**src/rtl/pc_seq_pkg.sv**
```systemverilog
// Shared types and constants for the program-counter sequencer.
//   seq_state_t : sequencer FSM states (RUN, TRAP)
//   TRAP_*      : trap_cause encodings
//   DEFAULT_ADDR_W : default PC / return-address width
package pc_seq_pkg;

    localparam int unsigned DEFAULT_ADDR_W = 19;

    localparam logic [1:0] TRAP_NONE = 2'b00;
    localparam logic [1:0] TRAP_OVF  = 2'b01;
    localparam logic [1:0] TRAP_UDF  = 2'b10;

    typedef enum logic {
        RUN,
        TRAP
    } seq_state_t;

endpackage

```
**src/rtl/pc_sequencer_ras.sv**
```systemverilog
// Hardware return-address stack (DEPTH x WIDTH), storage not reset.
//   clk, rst : clock, synchronous active-high reset (clears count only)
//   push     : write wdata on top, ignored when full
//   pop      : drop top entry, ignored when empty
//   wdata    : return address to push
//   rdata    : current top entry (combinational, meaningless when empty)
//   count    : occupancy 0..DEPTH
//   full     : count == DEPTH
//   empty    : count == 0
module ras_stack #(
    parameter int unsigned DEPTH = 16,
    parameter int unsigned WIDTH = 19
) (
    input  logic                       clk,
    input  logic                       rst,
    input  logic                       push,
    input  logic                       pop,
    input  logic [WIDTH-1:0]           wdata,
    output logic [WIDTH-1:0]           rdata,
    output logic [$clog2(DEPTH):0]     count,
    output logic                       full,
    output logic                       empty
);
    localparam int unsigned IDX_W = $clog2(DEPTH);
    localparam int unsigned CNT_W = IDX_W + 1;

    logic [WIDTH-1:0] mem [DEPTH];
    logic [CNT_W-1:0] count_q;
    logic [IDX_W-1:0] wr_idx;
    logic [IDX_W-1:0] top_idx;

    // DEPTH is a power of 2, so the low bits of the count index the next free slot.
    assign wr_idx  = count_q[IDX_W-1:0];
    assign top_idx = wr_idx - IDX_W'(1);
    assign full    = (count_q == CNT_W'(DEPTH));
    assign empty   = (count_q == '0);
    assign count   = count_q;
    assign rdata   = mem[top_idx];

    always_ff @(posedge clk) begin
        if (rst) begin
            count_q <= '0;
        end else if (push && !full) begin
            count_q <= count_q + CNT_W'(1);
        end else if (pop && !empty) begin
            count_q <= count_q - CNT_W'(1);
        end
    end

    always_ff @(posedge clk) begin
        if (push && !full) begin
            mem[wr_idx] <= wdata;
        end
    end

endmodule

```
**src/rtl/pc_sequencer.sv**
```systemverilog
// Next-PC sequencer: accepts one decoded control-flow op per handshake and
// updates the PC one cycle later (increment, jump, beq, bne, call, ret).
// Owns the return-address stack. Optional macro PC_SEQ_STACK_TRAP_EN turns
// stack overflow/underflow into a trap to TRAP_VEC held until trap_ack;
// without it overflow drops the push and underflow acts as a plain increment.
//   clk, rst            : clock, synchronous active-high reset
//   instr_valid/ready   : op handshake (ready = RUN and not stalled)
//   jump, beq, bne      : branch strobes, zero_flag selects beq/bne outcome
//   call, ret           : subroutine strobes (priority call > ret > jump > beq > bne)
//   target              : jump/branch/call destination
//   stall               : fetch backpressure, blocks acceptance
//   trap_ack            : handler acknowledge, leaves TRAP
//   pc_current, sp      : current PC, RAS occupancy
//   trap, trap_cause    : trap pending level and cause
module pc_sequencer
    import pc_seq_pkg::*;
#(
    parameter int unsigned        ADDR_W      = DEFAULT_ADDR_W,
    parameter int unsigned        STACK_DEPTH = 16,
    parameter logic [ADDR_W-1:0]  RESET_PC    = '0,
    parameter logic [ADDR_W-1:0]  TRAP_VEC    = 19'h7FF00
) (
    input  logic                          clk,
    input  logic                          rst,
    input  logic                          instr_valid,
    output logic                          instr_ready,
    input  logic                          jump,
    input  logic                          beq,
    input  logic                          bne,
    input  logic                          call,
    input  logic                          ret,
    input  logic                          zero_flag,
    input  logic [ADDR_W-1:0]             target,
    input  logic                          stall,
    input  logic                          trap_ack,
    output logic [ADDR_W-1:0]             pc_current,
    output logic [$clog2(STACK_DEPTH):0]  sp,
    output logic                          trap,
    output logic [1:0]                    trap_cause
);
    seq_state_t        state;
    logic              accept;
    logic              ras_full;
    logic              ras_empty;
    logic [ADDR_W-1:0] ras_top;
    logic [ADDR_W-1:0] pc_inc;
    logic [ADDR_W-1:0] pc_next;
    logic              trap_set;
    logic [1:0]        cause_next;

    assign instr_ready = (state == RUN) && !stall;
    assign accept      = instr_valid && instr_ready;
    assign pc_inc      = pc_current + ADDR_W'(1);

    // The stack ignores a push when full and a pop when empty, so the
    // overflow/underflow cases need no extra gating here.
    ras_stack #(
        .DEPTH (STACK_DEPTH),
        .WIDTH (ADDR_W)
    ) u_ras (
        .clk   (clk),
        .rst   (rst),
        .push  (accept && call),
        .pop   (accept && !call && ret),
        .wdata (pc_inc),
        .rdata (ras_top),
        .count (sp),
        .full  (ras_full),
        .empty (ras_empty)
    );

    always_comb begin
        pc_next    = pc_inc;
        trap_set   = 1'b0;
        cause_next = TRAP_NONE;
        if (call) begin
`ifdef PC_SEQ_STACK_TRAP_EN
            if (ras_full) begin
                pc_next    = TRAP_VEC;
                trap_set   = 1'b1;
                cause_next = TRAP_OVF;
            end else begin
                pc_next = target;
            end
`else
            pc_next = target;
`endif
        end else if (ret) begin
            if (ras_empty) begin
`ifdef PC_SEQ_STACK_TRAP_EN
                pc_next    = TRAP_VEC;
                trap_set   = 1'b1;
                cause_next = TRAP_UDF;
`else
                pc_next = pc_inc;
`endif
            end else begin
                pc_next = ras_top;
            end
        end else if (jump) begin
            pc_next = target;
        end else if (beq) begin
            pc_next = zero_flag ? target : pc_inc;
        end else if (bne) begin
            pc_next = !zero_flag ? target : pc_inc;
        end
    end

    always_ff @(posedge clk) begin
        if (rst) begin
            state      <= RUN;
            pc_current <= RESET_PC;
            trap       <= 1'b0;
            trap_cause <= TRAP_NONE;
        end else begin
            case (state)
                RUN: begin
                    if (accept) begin
                        pc_current <= pc_next;
                        if (trap_set) begin
                            state      <= TRAP;
                            trap       <= 1'b1;
                            trap_cause <= cause_next;
                        end
                    end
                end
                TRAP: begin
                    pc_current <= TRAP_VEC;
                    if (trap_ack) begin
                        state      <= RUN;
                        trap       <= 1'b0;
                        trap_cause <= TRAP_NONE;
                    end
                end
                default: state <= RUN;
            endcase
        end
    end

endmodule

```
**config.mk**
```make
export PLATFORM = sky130hd
export DESIGN_NAME = pc_sequencer
export DESIGN_NICKNAME = d
export VERILOG_FILES = /design/src/rtl/pc_seq_pkg.sv /design/src/rtl/pc_sequencer_ras.sv /design/src/rtl/pc_sequencer.sv
export SDC_FILE = /design/constraint.sdc
export NUM_CORES = 1
export LEC_CHECK = 0
export ABC_AREA = 1
export CAP_MARGIN = 25
export CORE_ASPECT_RATIO = 1.2
export CORE_MARGIN = 2
export CORE_UTILIZATION = 55
export DETAILED_ROUTE_END_ITERATION = 16
export PLACE_DENSITY = 0.8
export SYNTH_ARGS = -nofsm -noshare
export SYNTH_HDL_FRONTEND = slang
export SYNTH_SLANG_ARGS = --single-unit
```
**constraint.sdc**
```tcl
create_clock -name clk -period 2.9 [get_ports clk]
set_input_delay 0.58 -clock clk [delete_from_list [all_inputs] [get_ports clk]]
set_output_delay 0.58 -clock clk [all_outputs]
set_load 0.03 [all_outputs]
```
==> impl_metrics.csv <==
group,metric,value,unit
synthesis,yosys_warnings,0,
synthesis,synth_top_cell_by_area,"edfxtp_1",
cells_and_area,fillerInstances,1860,
sta,fin_crit,2.69,ns
clocking,cts.clk_slew.worst_paths,0.07,ns
grt,grt_usage,0.258,
worst_hold_path,holdPathStages,2,
power_and_ir_drop,power_density,686,mW/mm^2
die,dieArea,0.0271,sq mm
synthesis,synth.most_common_cell,"edfxtp_1",
critical_path,path_delay_family,"buffers and inverters",
critical_path,cp-end-kind,"output port",
worst_hold_path,hp-start,"state",
critical_path,cp_cell_sequence,"buf_16 -> clkdlybuf4s50_1",
critical_path,path_class,"reg -> out",
die,core-area,0.0255,sq mm
critical_path,critPathMaxFanout,79,
routing,drt_iter0_drc,1123,
clocking,cts_made_buffers,31,
placement,io_buffers,54,
synthesis,async_reset_ff_frac,0,
sta,setup_viol,0,
cells_and_area,area_growth_syn_to_layout,16.0,%
placement,dp_hpwl,21.3,mm
die,num_rows,64,
critical_path,cp.arrival,2.11,ns
placement,gp_congestion,0.871,
routing,wire_per_inst,20.0,microns
power_and_ir_drop,power_switching,3.08,mW
clocking,cts_tree,"done",
status,status,"finished clean",
synthesis,synth_top_area_frac,0.643,
routing,wl,35.2,mm
sta,fin_skew,0.0161,ns
critical_path,cp_num_buf_inv,2,
die,io_pins,58,
synthesis,ys_seq_area_frac,0.678,
cells_and_area,regArea,0.00963,sq mm
synthesis,yosysUniqueCellTypes,35,
die,die_w,151,microns
synthesis,synth_commonest_cells,"edfxtp_1, nand2_1, nor2_1",
die,initial_core_util,0.558,
sta,rsz0062_at_grt,"false",
synthesis,syn-instance-count,1327,
worst_hold_path,min_to,"state",
power_and_ir_drop,power,11.3,mW
clocking,post_cts_buffers,0,
run,cap_violations,0,
clocking,insertion_delay,0.58,ns
critical_path,rrSetupSlack,0.34,ns
power_and_ir_drop,switching_share,0.273,
cells_and_area,multi_input_area,0.00411,sq mm
grt,gr-total-overflow,0,
routing,routed-via-count,10300,
cells_and_area,layout.nets,1444,
critical_path,max_stage_delay,0.77,ns
power_and_ir_drop,peakVddDrop,0.688,mV
synthesis,syn_area,0.0142,sq mm
sta,final_max_slew_viol_count,0,
placement,dpl.cell_count,1700,
critical_path,timing.rr.end,"pc_current[14]",
grt,antenna_found_initial,0,
routing,vias_per_cell,5.83,
placement,placed_area,0.0154,sq mm
synthesis,postSynthAreaPerCell,10.7,sq um
clocking,h-tree-depth,1,
synthesis,synth.area.top_cells,"edfxtp_1, nand2_1, nand3_1",
cells_and_area,design_area,0.0165,sq mm
power_and_ir_drop,p_seq_frac,0.470,
sta,relSlewSlack,0.539,
sta,clock.fmax,372,MHz
power_and_ir_drop,p_int,8.23,mW
synthesis,synth-edff-count,304,
sta,hold_viol_final,0,
critical_path,cp_num_cells,2,
synthesis,synth_seq_cells,329,
cells_and_area,drive_gt1_frac,0.100,
cells_and_area,num_antenna_cells,0,
critical_path,crit_required,2.32,ns
grt,grt_pass1_wl,53.8,mm
sta,period_share,0.928,
critical_path,crit_slowest_cell,"clkdlybuf4s50_1",
critical_path,startpoint_type,"register",
sta,whs,0.504,ns
power_and_ir_drop,p_comb_frac,0.167,
clocking,clockBufferDepth,3,
routing,ant_nets,0,
worst_hold_path,hold_path_class,"reg -> reg",
die,chipHeight,180,microns
clocking,clock-root-buffer,"clkbuf_16",
power_and_ir_drop,clockPowerShare,0.364,
critical_path,ff2ff_path_depth,12,
critical_path,r2r-start,"u_ras.count[0]",
grt,grt_max_degree,159,
routing,dr.pass1.iters,5,
synthesis,synth_flop_cell,"edfxtp_1",
clocking,cts.sinks,329,
grt,grt_pass1_vias,9933,
cells_and_area,fin_cells,1759,
power_and_ir_drop,leakage,6.03,nW
routing,drc_errors,0,
sta,tightest_slew,0.689,ns
power groups by stage:
stage / clock network [mW] / logic [mW] / registers (mW)
floorplan: 0 / 1.14 / 5.45
global placement: 0 / 1.81 / 5.41
detailed placement: 0 / 1.85 / 5.41
CTS: 4.13 / 1.86 / 5.31
global route: 4.31 / 2.05 / 5.32
finish: 4.11 / 1.88 / 5.31
tightest hold or removal path, stage by stage (launching register included):
cell     delay, ns
dfxtp_1       0.34
inv_1         0.08
nor3_1        0.04
cells by family (layout without fill, tap and decap cells):
group                    Yosys count  count (layout)  synth area share
AND/OR/NAND/NOR                  703             703             0.207
flip-flops                       329             329             0.678
adder cells (fa/ha/maj)           10              10           0.00934
other                              1               3          0.000264
AO/OA/AOI/OAI                    152             152            0.0557
buffers and inverters            115             215            0.0380
XOR/XNOR                          17              17            0.0118
layout by cell type, fill, tap and decap left out, types with 4 or more instances in the layout:
cell / synthesis / final
clkinvlp_4: 0 / 4
ha_1: 9 / 8
clkinv_1: 1 / 6
o21ai_0: 102 / 102
xor2_1: 13 / 12
clkdlybuf4s50_1: 0 / 54
nand3_1: 183 / 183
nand4_1: 4 / 4
bufinv_16: 0 / 4
dfxtp_1: 25 / 24
inv_1: 38 / 37
nand2_1: 296 / 296
buf_4: 7 / 53
clkinv_2: 0 / 6
buf_12: 0 / 7
nor2_1: 203 / 187
nor2_2: 2 / 18
a32oi_1: 7 / 7
a21oi_1: 38 / 38
edfxtp_1: 304 / 304
clkbuf_16: 0 / 32
clkbuf_1: 16 / 5
worst max path at each step:
stage | from | end | slack, ns
2_1_floorplan | u_ras.count[0] | u_ras.mem[10][0] | -0.11
3_3_place_gp | stall | u_ras.count[4] | 0.16
3_5_place_dp | stall | u_ras.count[4] | 0.17
4_1_cts | u_ras.count[0] | sp[0] | 0.02
5_1_grt | u_ras.count[0] | sp[0] | 0.16
6_report | u_ras.count[0] | sp[0] | 0.21
stage by stage:
stage	TNS (ns)	util	setup WS, ns
after detailed placement	0	0.605	0.169
after floorplan	-31.42	-	-0.111
after global placement	0	0.605	0.159
after CTS	0	0.646	0.0217
final	0	0.647	0.210
after global routing	0	0.647	0.160
registers in the layout, summed over array words and instances (netlist names):
register     flops
state            1
u_ras.mem      304
pc_current      19
u_ras.count      5
routing by layer:
layer	GRT usage	wire length, microns
met1	0.327	13000
met2	0.453	18000
met4	0.0979	1380
met3	0.0304	2820
met5	0	0
area by class of cell:
cell class / count / share of cell area
Multi-Input combinational cell: 885 / 0.249
Inverter: 41 / 0.00949
Timing Repair Buffer: 116 / 0.0686
Tap cell: 330 / 0.0251
Clock buffer: 37 / 0.0490
Clock inverter: 21 / 0.0140
Sequential cell: 329 / 0.585
timing repair:
item                       4_1_cts  5_1_grt
hold buffers                     0        0
cloned                           0        1
setup endpoints to repair        1        1
resized for setup                1        0
Power figures use the tool's default switching activity.
